**config.mk**
```make
export PLATFORM = sky130hd
export DESIGN_NAME = writeback
export DESIGN_NICKNAME = d
export VERILOG_FILES = /design/src/rtl/writeback_pkg.sv /design/src/rtl/wb_fifo.sv /design/src/rtl/writeback.sv
export SDC_FILE = /design/constraint.sdc
export NUM_CORES = 1
export LEC_CHECK = 0
export BUFFER_PORTS_ARGS = -buffer_cell sky130_fd_sc_hd__buf_2
export CORE_UTILIZATION = 45
export CTS_CLUSTER_DIAMETER = 30
export CTS_CLUSTER_SIZE = 12
export DETAILED_ROUTE_END_ITERATION = 6
export PLACE_DENSITY = 0.73
export REMOVE_ABC_BUFFERS = 1
export SYNTH_ARGS = -nofsm -noshare
export SYNTH_HDL_FRONTEND = slang
export SYNTH_HIERARCHICAL = 1
export SYNTH_SLANG_ARGS = --single-unit
```
**constraint.sdc**
```tcl
create_clock -name clk -period 3.67 [get_ports clk]
set_input_delay 0.367 -clock clk [delete_from_list [all_inputs] [get_ports clk]]
set_output_delay 0.367 -clock clk [all_outputs]
set_load 0.02 [all_outputs]
```
**src/rtl/writeback_pkg.sv**
```systemverilog
// Shared wires package for the writeback stage.
// Holds register address/data widths, the buffered long-result entry layout
// and the writeback-to-register-file field mapping (register_in_type).
package writeback_pkg;

    localparam int unsigned REG_AW  = 5;
    localparam int unsigned DATA_W  = 32;
    localparam int unsigned ENTRY_W = REG_AW + DATA_W;

    // One buffered result: destination register and value (37 bits).
    typedef struct packed {
        logic [REG_AW-1:0] waddr;
        logic [DATA_W-1:0] wdata;
    } wb_entry_t;

    // Register-file write port as seen by the register file.
    typedef struct packed {
        logic              wren;
        logic [REG_AW-1:0] waddr;
        logic [DATA_W-1:0] wdata;
    } register_in_type;

    function automatic register_in_type wb_to_reg(input logic wren, input wb_entry_t e);
        register_in_type r;
        r.wren  = wren;
        r.waddr = e.waddr;
        r.wdata = e.wdata;
        return r;
    endfunction

endpackage

```
**src/rtl/wb_fifo.sv**
```systemverilog
// Long-latency result buffer.
// Ports:
//   clk, rst       clock, asynchronous active-low reset
//   push, din      enqueue din (caller never pushes when full)
//   pop, dout      dequeue; dout is the current head
//   empty          no entries buffered
//   avail          registered "count < DEPTH", used directly as lng_ready
module wb_fifo #(
    parameter int unsigned DEPTH = 2,
    parameter int unsigned WIDTH = 37
) (
    input  logic             clk,
    input  logic             rst,
    input  logic             push,
    input  logic             pop,
    input  logic [WIDTH-1:0] din,
    output logic [WIDTH-1:0] dout,
    output logic             empty,
    output logic             avail
);

    localparam int unsigned PW = (DEPTH > 1) ? $clog2(DEPTH) : 1;
    localparam int unsigned CW = $clog2(DEPTH + 1);

    logic [WIDTH-1:0] mem [DEPTH];
    logic [PW-1:0]    wr_ptr_q, rd_ptr_q;
    logic [CW-1:0]    count_q, count_d;
    logic             avail_q;

    function automatic logic [PW-1:0] ptr_inc(input logic [PW-1:0] p);
        return (p == PW'(DEPTH - 1)) ? '0 : p + 1'b1;
    endfunction

    always_comb begin
        count_d = count_q;
        case ({push, pop})
            2'b10:   count_d = count_q + 1'b1;
            2'b01:   count_d = count_q - 1'b1;
            default: count_d = count_q;
        endcase
    end

    always_ff @(posedge clk or negedge rst) begin
        if (!rst) begin
            wr_ptr_q <= '0;
            rd_ptr_q <= '0;
            count_q  <= '0;
            avail_q  <= 1'b0;
        end else begin
            if (push) wr_ptr_q <= ptr_inc(wr_ptr_q);
            if (pop)  rd_ptr_q <= ptr_inc(rd_ptr_q);
            count_q <= count_d;
            // Registered from next count so lng_ready has no path from lng_valid.
            avail_q <= (count_d < CW'(DEPTH));
        end
    end

    always_ff @(posedge clk) begin
        if (push) mem[wr_ptr_q] <= din;
    end

    assign dout  = mem[rd_ptr_q];
    assign empty = (count_q == '0);
    assign avail = avail_q;

endmodule

```
**src/rtl/writeback.sv**
```systemverilog
// Writeback stage: merges single-cycle exe results and buffered long-latency
// results onto one registered register-file write port, tracks pending long
// destinations for decode stalls, and forwards the registered write to decode.
// Ports:
//   exe_*            ALU result, one cycle, never stalled, highest priority
//   lng_*            long result with valid/ready handshake
//   iss_long/iss_rd  issue of a long op; marks iss_rd pending
//   raddrN/rdenN/rdataN -> fdataN   decode operand forwarding
//   stall            decode reads a pending register
//   wren/waddr/wdata registered register-file write port
module writeback
    import writeback_pkg::*;
#(
    parameter int unsigned FIFO_DEPTH = 2
) (
    input  logic              clk,
    input  logic              rst,
    input  logic              exe_valid,
    input  logic [REG_AW-1:0] exe_waddr,
    input  logic [DATA_W-1:0] exe_wdata,
    input  logic              lng_valid,
    input  logic [REG_AW-1:0] lng_waddr,
    input  logic [DATA_W-1:0] lng_wdata,
    output logic              lng_ready,
    input  logic              iss_long,
    input  logic [REG_AW-1:0] iss_rd,
    input  logic [REG_AW-1:0] raddr1,
    input  logic [REG_AW-1:0] raddr2,
    input  logic              rden1,
    input  logic              rden2,
    input  logic [DATA_W-1:0] rdata1,
    input  logic [DATA_W-1:0] rdata2,
    output logic [DATA_W-1:0] fdata1,
    output logic [DATA_W-1:0] fdata2,
    output logic              stall,
    output logic              wren,
    output logic [REG_AW-1:0] waddr,
    output logic [DATA_W-1:0] wdata
);

    wb_entry_t       exe_entry, lng_entry, head, sel;
    logic            fifo_empty, accept, push, pop, long_wr;
    register_in_type wb_d, wb_q;
    logic [31:0]     pend_d, pend_q;

    wb_fifo #(
        .DEPTH (FIFO_DEPTH),
        .WIDTH (ENTRY_W)
    ) u_fifo (
        .clk   (clk),
        .rst   (rst),
        .push  (push),
        .pop   (pop),
        .din   (lng_entry),
        .dout  (head),
        .empty (fifo_empty),
        .avail (lng_ready)
    );

    always_comb begin
        exe_entry.waddr = exe_waddr;
        exe_entry.wdata = exe_wdata;
        lng_entry.waddr = lng_waddr;
        lng_entry.wdata = lng_wdata;
    end

    // Write-port arbitration: exe first, then FIFO head, then pass-through.
    // A long result is buffered whenever it cannot go straight to the port.
    always_comb begin
        accept  = lng_valid && lng_ready;
        push    = 1'b0;
        pop     = 1'b0;
        long_wr = 1'b0;
        sel     = lng_entry;
        wb_d    = wb_q;
        wb_d.wren = 1'b0;
        if (exe_valid) begin
            wb_d = wb_to_reg(exe_waddr != '0, exe_entry);
            push = accept;
        end else if (!fifo_empty) begin
            pop     = 1'b1;
            push    = accept;
            long_wr = 1'b1;
            sel     = head;
        end else if (accept) begin
            long_wr = 1'b1;
        end
        // x0 long results are still consumed, just never written.
        if (long_wr) wb_d = wb_to_reg(sel.waddr != '0, sel);
    end

    // Clear on the edge that loads the write port so decode sees the value
    // through forwarding in the same cycle the stall drops; set wins.
    always_comb begin
        pend_d = pend_q;
        if (long_wr) pend_d[sel.waddr] = 1'b0;
        if (iss_long && iss_rd != '0) pend_d[iss_rd] = 1'b1;
    end

    always_ff @(posedge clk or negedge rst) begin
        if (!rst) begin
            wb_q   <= '0;
            pend_q <= '0;
        end else begin
            wb_q   <= wb_d;
            pend_q <= pend_d;
        end
    end

    assign wren  = wb_q.wren;
    assign waddr = wb_q.waddr;
    assign wdata = wb_q.wdata;

    assign stall = (rden1 && pend_q[raddr1]) || (rden2 && pend_q[raddr2]);

    always_comb begin
        fdata1 = '0;
        fdata2 = '0;
        if (rden1) fdata1 = (wb_q.wren && wb_q.waddr == raddr1 && raddr1 != '0) ? wb_q.wdata
                                                                                 : rdata1;
        if (rden2) fdata2 = (wb_q.wren && wb_q.waddr == raddr2 && raddr2 != '0) ? wb_q.wdata
                                                                                 : rdata2;
    end

endmodule

```
==> run_results.csv, run 1 <==
group,metric,value,unit
sta,hold_viol_final,0,
pwr,switchingPower,3.13,mW
grt,grt_antenna_before_repair,8,
grt,grt_max_degree,76,
cells_and_area,drive_gt1_frac,0.383,
setup_path,required,3.30,ns
synth,netlist_instances,791,
synth,synth_ff_type,"dfrtp_1",
placed_design,gp_congestion,0.970,
run,maxCapViolCount,0,
sta,finalCriticalPeriod,3.17,ns
grt,grt_pass1_wl,43.0,mm
setup_path,cpPeakStageDelay,0.76,ns
detailed_routing,ant_nets,0,
die,rows,50,
detailed_routing,drc,0,
synth,async_flop_share,0.503,
cts,postCtsSetupRepairBufs,0,
pwr,power_leakage,4.22,nW
die,die_h,141,µm
synth,synth_cell_types,56,
sta,worst_pin_slew,1.33,ns
sta,slew_headroom,0.112,
pwr,clkPwrFrac,0.229,
grt,track_usage,0.287,
cells_and_area,fin_area,0.0106,mm²
sta,setup_ws,0.500,ns
die,initial_core_util,0.460,
outcome,status,"finished clean",
synth,syn_area,0.00863,mm²
placed_design,port_buffers,263,
setup_path,crit_path_end_kind,"output port",
cts,ctsHoldBuffers,0,
sta,timing.hold.ws,0.0995,ns
cts,cts_resized,0,
cts,clkSinkCount,149,
setup_path,worstSetupPathType,"reg -> out",
detailed_routing,drt-vias-per-instance,6.45,
pwr,switching_share,0.407,
sta,fin_skew,0.00923,ns
grt,overflow,0,
setup_path,cp_max_fo,32,
setup_path,cp_slowest_cell,"nand2_1",
synth,synth_warnings,6,
pwr,intPower,4.55,mW
cts,cts_tree,"built",
cells_and_area,finalNetCount,1167,
detailed_routing,detail_route.wl_per_cell,22.5,µm
placed_design,dpl.hpwl,20.1,mm
die,core_area,0.0188,mm²
setup_path,critical_path_arrival,2.80,ns
pwr,p_seq_frac,0.362,
setup_path,crit_path_start_kind,"register",
sta,fin_crit_sh,0.864,
cts,clock_latency,0.42,ns
sta,setup_violations,0,
pwr,total_power,7.68,mW
die,die_area,0.0197,mm²
setup_path,cp_cell_sequence,"xnor2_1 > nand2_1 > o31ai_1 > a21oi_1 > buf_2",
cts,clk_pin_slew,0.06,ns
placed_design,pre_cts_ws,0.825,ns
pwr,ir_drop,0.000428,V
sta,rsz0062_at_grt,"false",
detailed_routing,finalWirelength,28.4,mm
sta,fmaxAchievable,315,MHz
die,io_pins,264,
cells_and_area,layout_common_cells,"262 x buf_2, 81 x nand4_1, 78 x a21oi_1",
pwr,cellPowerDensity,722,mW/mm²
detailed_routing,drt_pass1_iterations,7,
grt,grt_pass1_vias,7425,
sta,drv_slew,0,
cells_and_area,final_common_cell,"buf_2",
hold_path,worst_hold_path_type,"in -> async",
placed_design,placed_area,0.0100,mm²
cells_and_area,syn2layout_area_growth,23.3,%
cts,htreeDepth,4,
synth,synth.yosys.seq_area_share,0.475,
synth,ys_ff_latch,149,
synth,synth_edf_count,74,
detailed_routing,drt-initial-drc-count,832,
detailed_routing,vias,8139,
die,die_width,141,µm
pwr,combinationalPowerShare,0.409,
cts,cts_buffers,17,
synth,synth_area_per_cell,10.9,µm²
cts,clock_path_buffers,2,
cts,root_buffer,"clkbuf_16",
[layout make-up]
class	instances	area [µm²]
repair buffers	282	1460
inverters	10	37.5
clock buffers	20	457
diodes	8	20.0
flip-flops and latches	149	4100
multi-input cells	546	4130
fillers	1623	8120
clock inverters	12	145
well taps	234	293
[per-layer routing]
metal / vias up / routed length, µm / track usage
li1: 3619 / - / -
met1: 3936 / 11400 / 0.380
met2: 500 / 13200 / 0.443
met3: 84 / 2760 / 0.0680
met4: 0 / 992 / 0.141
met5: - / 0 / 0
[flip-flops by register name, indices dropped and copies added, names as in the netlist, named ones only]
signal           count
u_fifo/mem          74
u_fifo/wr_ptr_q      1
u_fifo/rd_ptr_q      1
wdata               32
wren                 1
waddr                5
pend_q              32
u_fifo/avail         1
u_fifo/count_q       1
[logic make-up (layout without fill, tap and decap cells)]
family / after synthesis / count (layout) / synth area share
AOI/OAI and AO/OA: 289 / 289 / 0.220
xor gates and xnor gates: 14 / 14 / 0.0142
adders and majority gates: 1 / 1 / 0.00145
buffers and inverters: 96 / 324 / 0.0487
DFF: 149 / 149 / 0.475
muxes: 79 / 79 / 0.131
other: 0 / 8 / 0
and+or+nand+nor: 163 / 163 / 0.110
[cells in the mapped netlist, types with 2 or more instances]
master | instances | area, µm²
dfrtp_1 | 75 | 1880
mux2_2 | 21 | 236
a22oi_1 | 26 | 195
buf_1 | 5 | 18.8
inv_1 | 8 | 30.0
or2_2 | 4 | 25.0
buf_2 | 18 | 90.1
nor4_1 | 2 | 12.5
o22ai_1 | 15 | 93.8
mux4_2 | 17 | 383
o2bb2ai_1 | 17 | 149
nor2_1 | 16 | 60.1
mux2i_1 | 21 | 210
o41ai_1 | 11 | 96.3
a211oi_2 | 2 | 25.0
nand4_1 | 81 | 507
mux2_4 | 20 | 300
xor2_1 | 3 | 26.3
nor2b_1 | 4 | 25.0
o21a_1 | 5 | 37.5
o31ai_1 | 65 | 488
a221o_1 | 5 | 50.1
a21oi_1 | 78 | 390
o21ai_1 | 8 | 40.0
edfxtp_1 | 74 | 2220
nand3_1 | 8 | 40.0
or3b_1 | 3 | 26.3
clkbuf_1 | 58 | 218
o21ai_0 | 49 | 245
nand2b_1 | 3 | 18.8
nand2_1 | 23 | 86.3
and2_1 | 5 | 31.3
buf_6 | 5 | 56.3
and3_1 | 3 | 18.8
or3b_4 | 2 | 22.5
xnor2_1 | 11 | 96.3
[worst paths after layout]
check,start,to,slack (ns),depth (start not counted)
max in group asynchronous,rst,u_fifo/rd_ptr_q$_DFFE_PN0P_,2.86,1
worst max-delay path,waddr[1]$_DFFE_PN0P_,fdata2[4],0.50,5
min in group clk,lng_wdata[11],u_fifo/mem[0][11]$_DFFE_PP_,0.14,1
worst min register to register,pend_q[21]$_DFF_PN0_,pend_q[21]$_DFF_PN0_,0.52,1
worst min-delay path,rst,wdata[23]$_DFFE_PN0P_,0.1,1
worst max register to register,u_fifo/count_q[0]$_DFFE_PN0N_,pend_q[25]$_DFF_PN0_,1.01,8
[critical path, delay by kind of cell, from the launching register on]
family	cells	cell delay [ns]
AOI/OAI and AO/OA	2	0.72
xor gates and xnor gates	1	0.22
buffers and inverters	1	0.18
DFF	1	0.48
and+or+nand+nor	1	0.76
[power groups by stage]
stage | logic, mW | clock network (mW) | registers, mW
global route | 3.35 | 1.86 | 2.83
finish | 3.14 | 1.76 | 2.78
global placement | 3.06 | 0 | 2.76
floorplan | 1.84 | 0 | 2.86
detailed placement | 3.11 | 0 | 2.79
CTS | 3.12 | 1.78 | 2.76
[through the flow]
stage / util / TNS (ns) / cells
CTS: 0.566 / 0 / 1253
detailed placement: 0.534 / 0 / 1221
global route: 0.567 / 0 / 1261
finish: 0.567 / 0 / 1261
floorplan: - / -0.907 / 705
global placement: 0.534 / 0 / 1221
(Power assumes the default switching activity.)
==> run 2, diff against run 1 <==
- CORE_UTILIZATION: 45 -> 52
- PLACE_DENSITY: 0.73 -> 0.83
- SKIP_CTS_REPAIR_TIMING: unset -> 1
- SKIP_LAST_GASP: unset -> 1
==> run_results.csv, run 2 (synthesis results as in run 1) <==
group,metric,value,unit
setup_path,worstSetupPathType,"reg -> out",
cells_and_area,syn2layout_area_growth,23.0,%
run,maxCapViolCount,0,
cells_and_area,layout_common_cells,"262 x buf_2, 81 x nand4_1, 78 x a21oi_1",
cells_and_area,top_register,"u_fifo/mem",
setup_path,cp_max_fo,20,
sta,finalCriticalPeriod,3.20,ns
placed_design,dpl.hpwl,19.3,mm
cells_and_area,seq_area,0.00410,mm²
cts,root_buffer,"clkbuf_16",
cells_and_area,num-fill-cells,1241,
sta,rsz0062_at_grt,"false",
placed_design,port_buffers,263,
grt,grt_pass1_vias,7502,
detailed_routing,ant_nets,0,
detailed_routing,vias,8168,
cts,clk_pin_slew,0.06,ns
setup_path,crit_path_end_kind,"output port",
grt,grt_max_degree,76,
setup_path,r2r_end,"pend_q[9]$_DFF_PN0_",
cells_and_area,finalNetCount,1167,
detailed_routing,drt_pass1_iterations,5,
pwr,cellPowerDensity,727,mW/mm²
hold_path,worst_hold_path_type,"in -> async",
cts,cts_tree,"built",
detailed_routing,drt-vias-per-instance,6.60,
setup_path,r2r_slack,0.71,ns
pwr,total_power,7.72,mW
detailed_routing,finalWirelength,27.5,mm
cells_and_area,largest_reg_flops,74,
sta,drv_slew,0,
die,die_width,131,µm
placed_design,gp_congestion,0.868,
cells_and_area,multi_input_area,0.00413,mm²
cells_and_area,final_common_cell,"buf_2",
setup_path,ff2ff_path_depth,7,
sta,worst_pin_slew,1.01,ns
placed_design,pre_cts_ws,0.798,ns
cts,clock_path_buffers,2,
sta,setup_violations,0,
grt,grt_antenna_before_repair,2,
grt,track_usage,0.321,
die,rows,46,
setup_path,critical_path_arrival,2.83,ns
sta,timing.hold.ws,0.106,ns
placed_design,placed_cells,1203,
detailed_routing,drt-initial-drc-count,876,
sta,setup_ws,0.473,ns
detailed_routing,detail_route.wl_per_cell,22.2,µm
grt,overflow,0,
die,core_area,0.0161,mm²
detailed_routing,drc,0,
cells_and_area,drive_gt1_frac,0.382,
sta,fin_skew,0.00597,ns
cells_and_area,final_cells,1237,
setup_path,r2r_start,"u_fifo/count_q[0]$_DFFE_PN0N_",
die,die_h,131,µm
pwr,ir_drop,0.000524,V
setup_path,required,3.30,ns
die,die_area,0.0171,mm²
pwr,power_leakage,4.23,nW
outcome,status,"finished clean",
sta,fmaxAchievable,313,MHz
sta,slew_headroom,0.328,
cts,clkSinkCount,149,
die,initial_core_util,0.538,
cts,clock_latency,0.42,ns
sta,hold_viol_final,0,
die,io_pins,264,
cts,htreeDepth,4,
cts,cts_buffers,17,
setup_path,crit_path_start_kind,"register",
sta,fin_crit_sh,0.871,
grt,grt_pass1_wl,40.6,mm
run 2: worst max path at each step:
| stage | start | endpoint | slack [ns] | cells after the start |
|---|---|---|---|---|
| after floorplan | u_fifo/count_q[0]$_DFFE_PN0N_ | pend_q[10]$_DFF_PN0_ | -0.1 | 7 |
| after global placement | u_fifo/count_q[0]$_DFFE_PN0N_ | pend_q[27]$_DFF_PN0_ | 0.91 | 8 |
| after detailed placement | u_fifo/count_q[0]$_DFFE_PN0N_ | pend_q[16]$_DFF_PN0_ | 0.80 | 8 |
| after CTS | waddr[0]$_DFFE_PN0P_ | fdata1[16] | 0.49 | 6 |
| after global routing | waddr[0]$_DFFE_PN0P_ | fdata1[23] | 0.37 | 6 |
| final | waddr[0]$_DFFE_PN0P_ | fdata1[16] | 0.47 | 6 |
run 2: final cells by class:
cell class                 count  area share
multi-input combinational    546       0.389
sequential                   149       0.386
timing repair buffer         282       0.138
clock buffer                  18      0.0404
tap                          216      0.0254
clock inverter                14      0.0173
inverter                      10     0.00353
antenna                        2    0.000471
run 2: worst max-delay path, cell delays in order (launching register included):
cell and delay, ns:
dfrtp_1 0.48, nor4_1 0.49, o21a_1 0.55, buf_4 0.37, o31ai_1 0.12, a21oi_1 0.17, buf_2 0.21
run 2: metal layers:
metal | up-vias | GRT usage | routed length, µm
li1 | 3600 | - | -
met3 | 90 | 0.0888 | 2740
met2 | 549 | 0.517 | 12800
met5 | - | 0 | 0
met4 | 0 | 0.151 | 966
met1 | 3929 | 0.404 | 11000
run 2: metrics by stage:
stage / utilization / instance area, µm² / setup TNS [ns]
finish: 0.661 / 10600 / 0
global route: 0.661 / 10600 / 0
CTS: 0.661 / 10600 / 0
detailed placement: 0.623 / 10000 / 0
global placement: 0.623 / 10000 / 0
floorplan: - / 8250 / -0.907
run 2: report_power, final:
part	switching [mW]	leakage (nW)	total, mW	internal [mW]
Combinational	1.93	2.36	3.13	1.21
Sequential	0.487	1.57	2.78	2.30
Clock	0.675	0.294	1.81	1.13
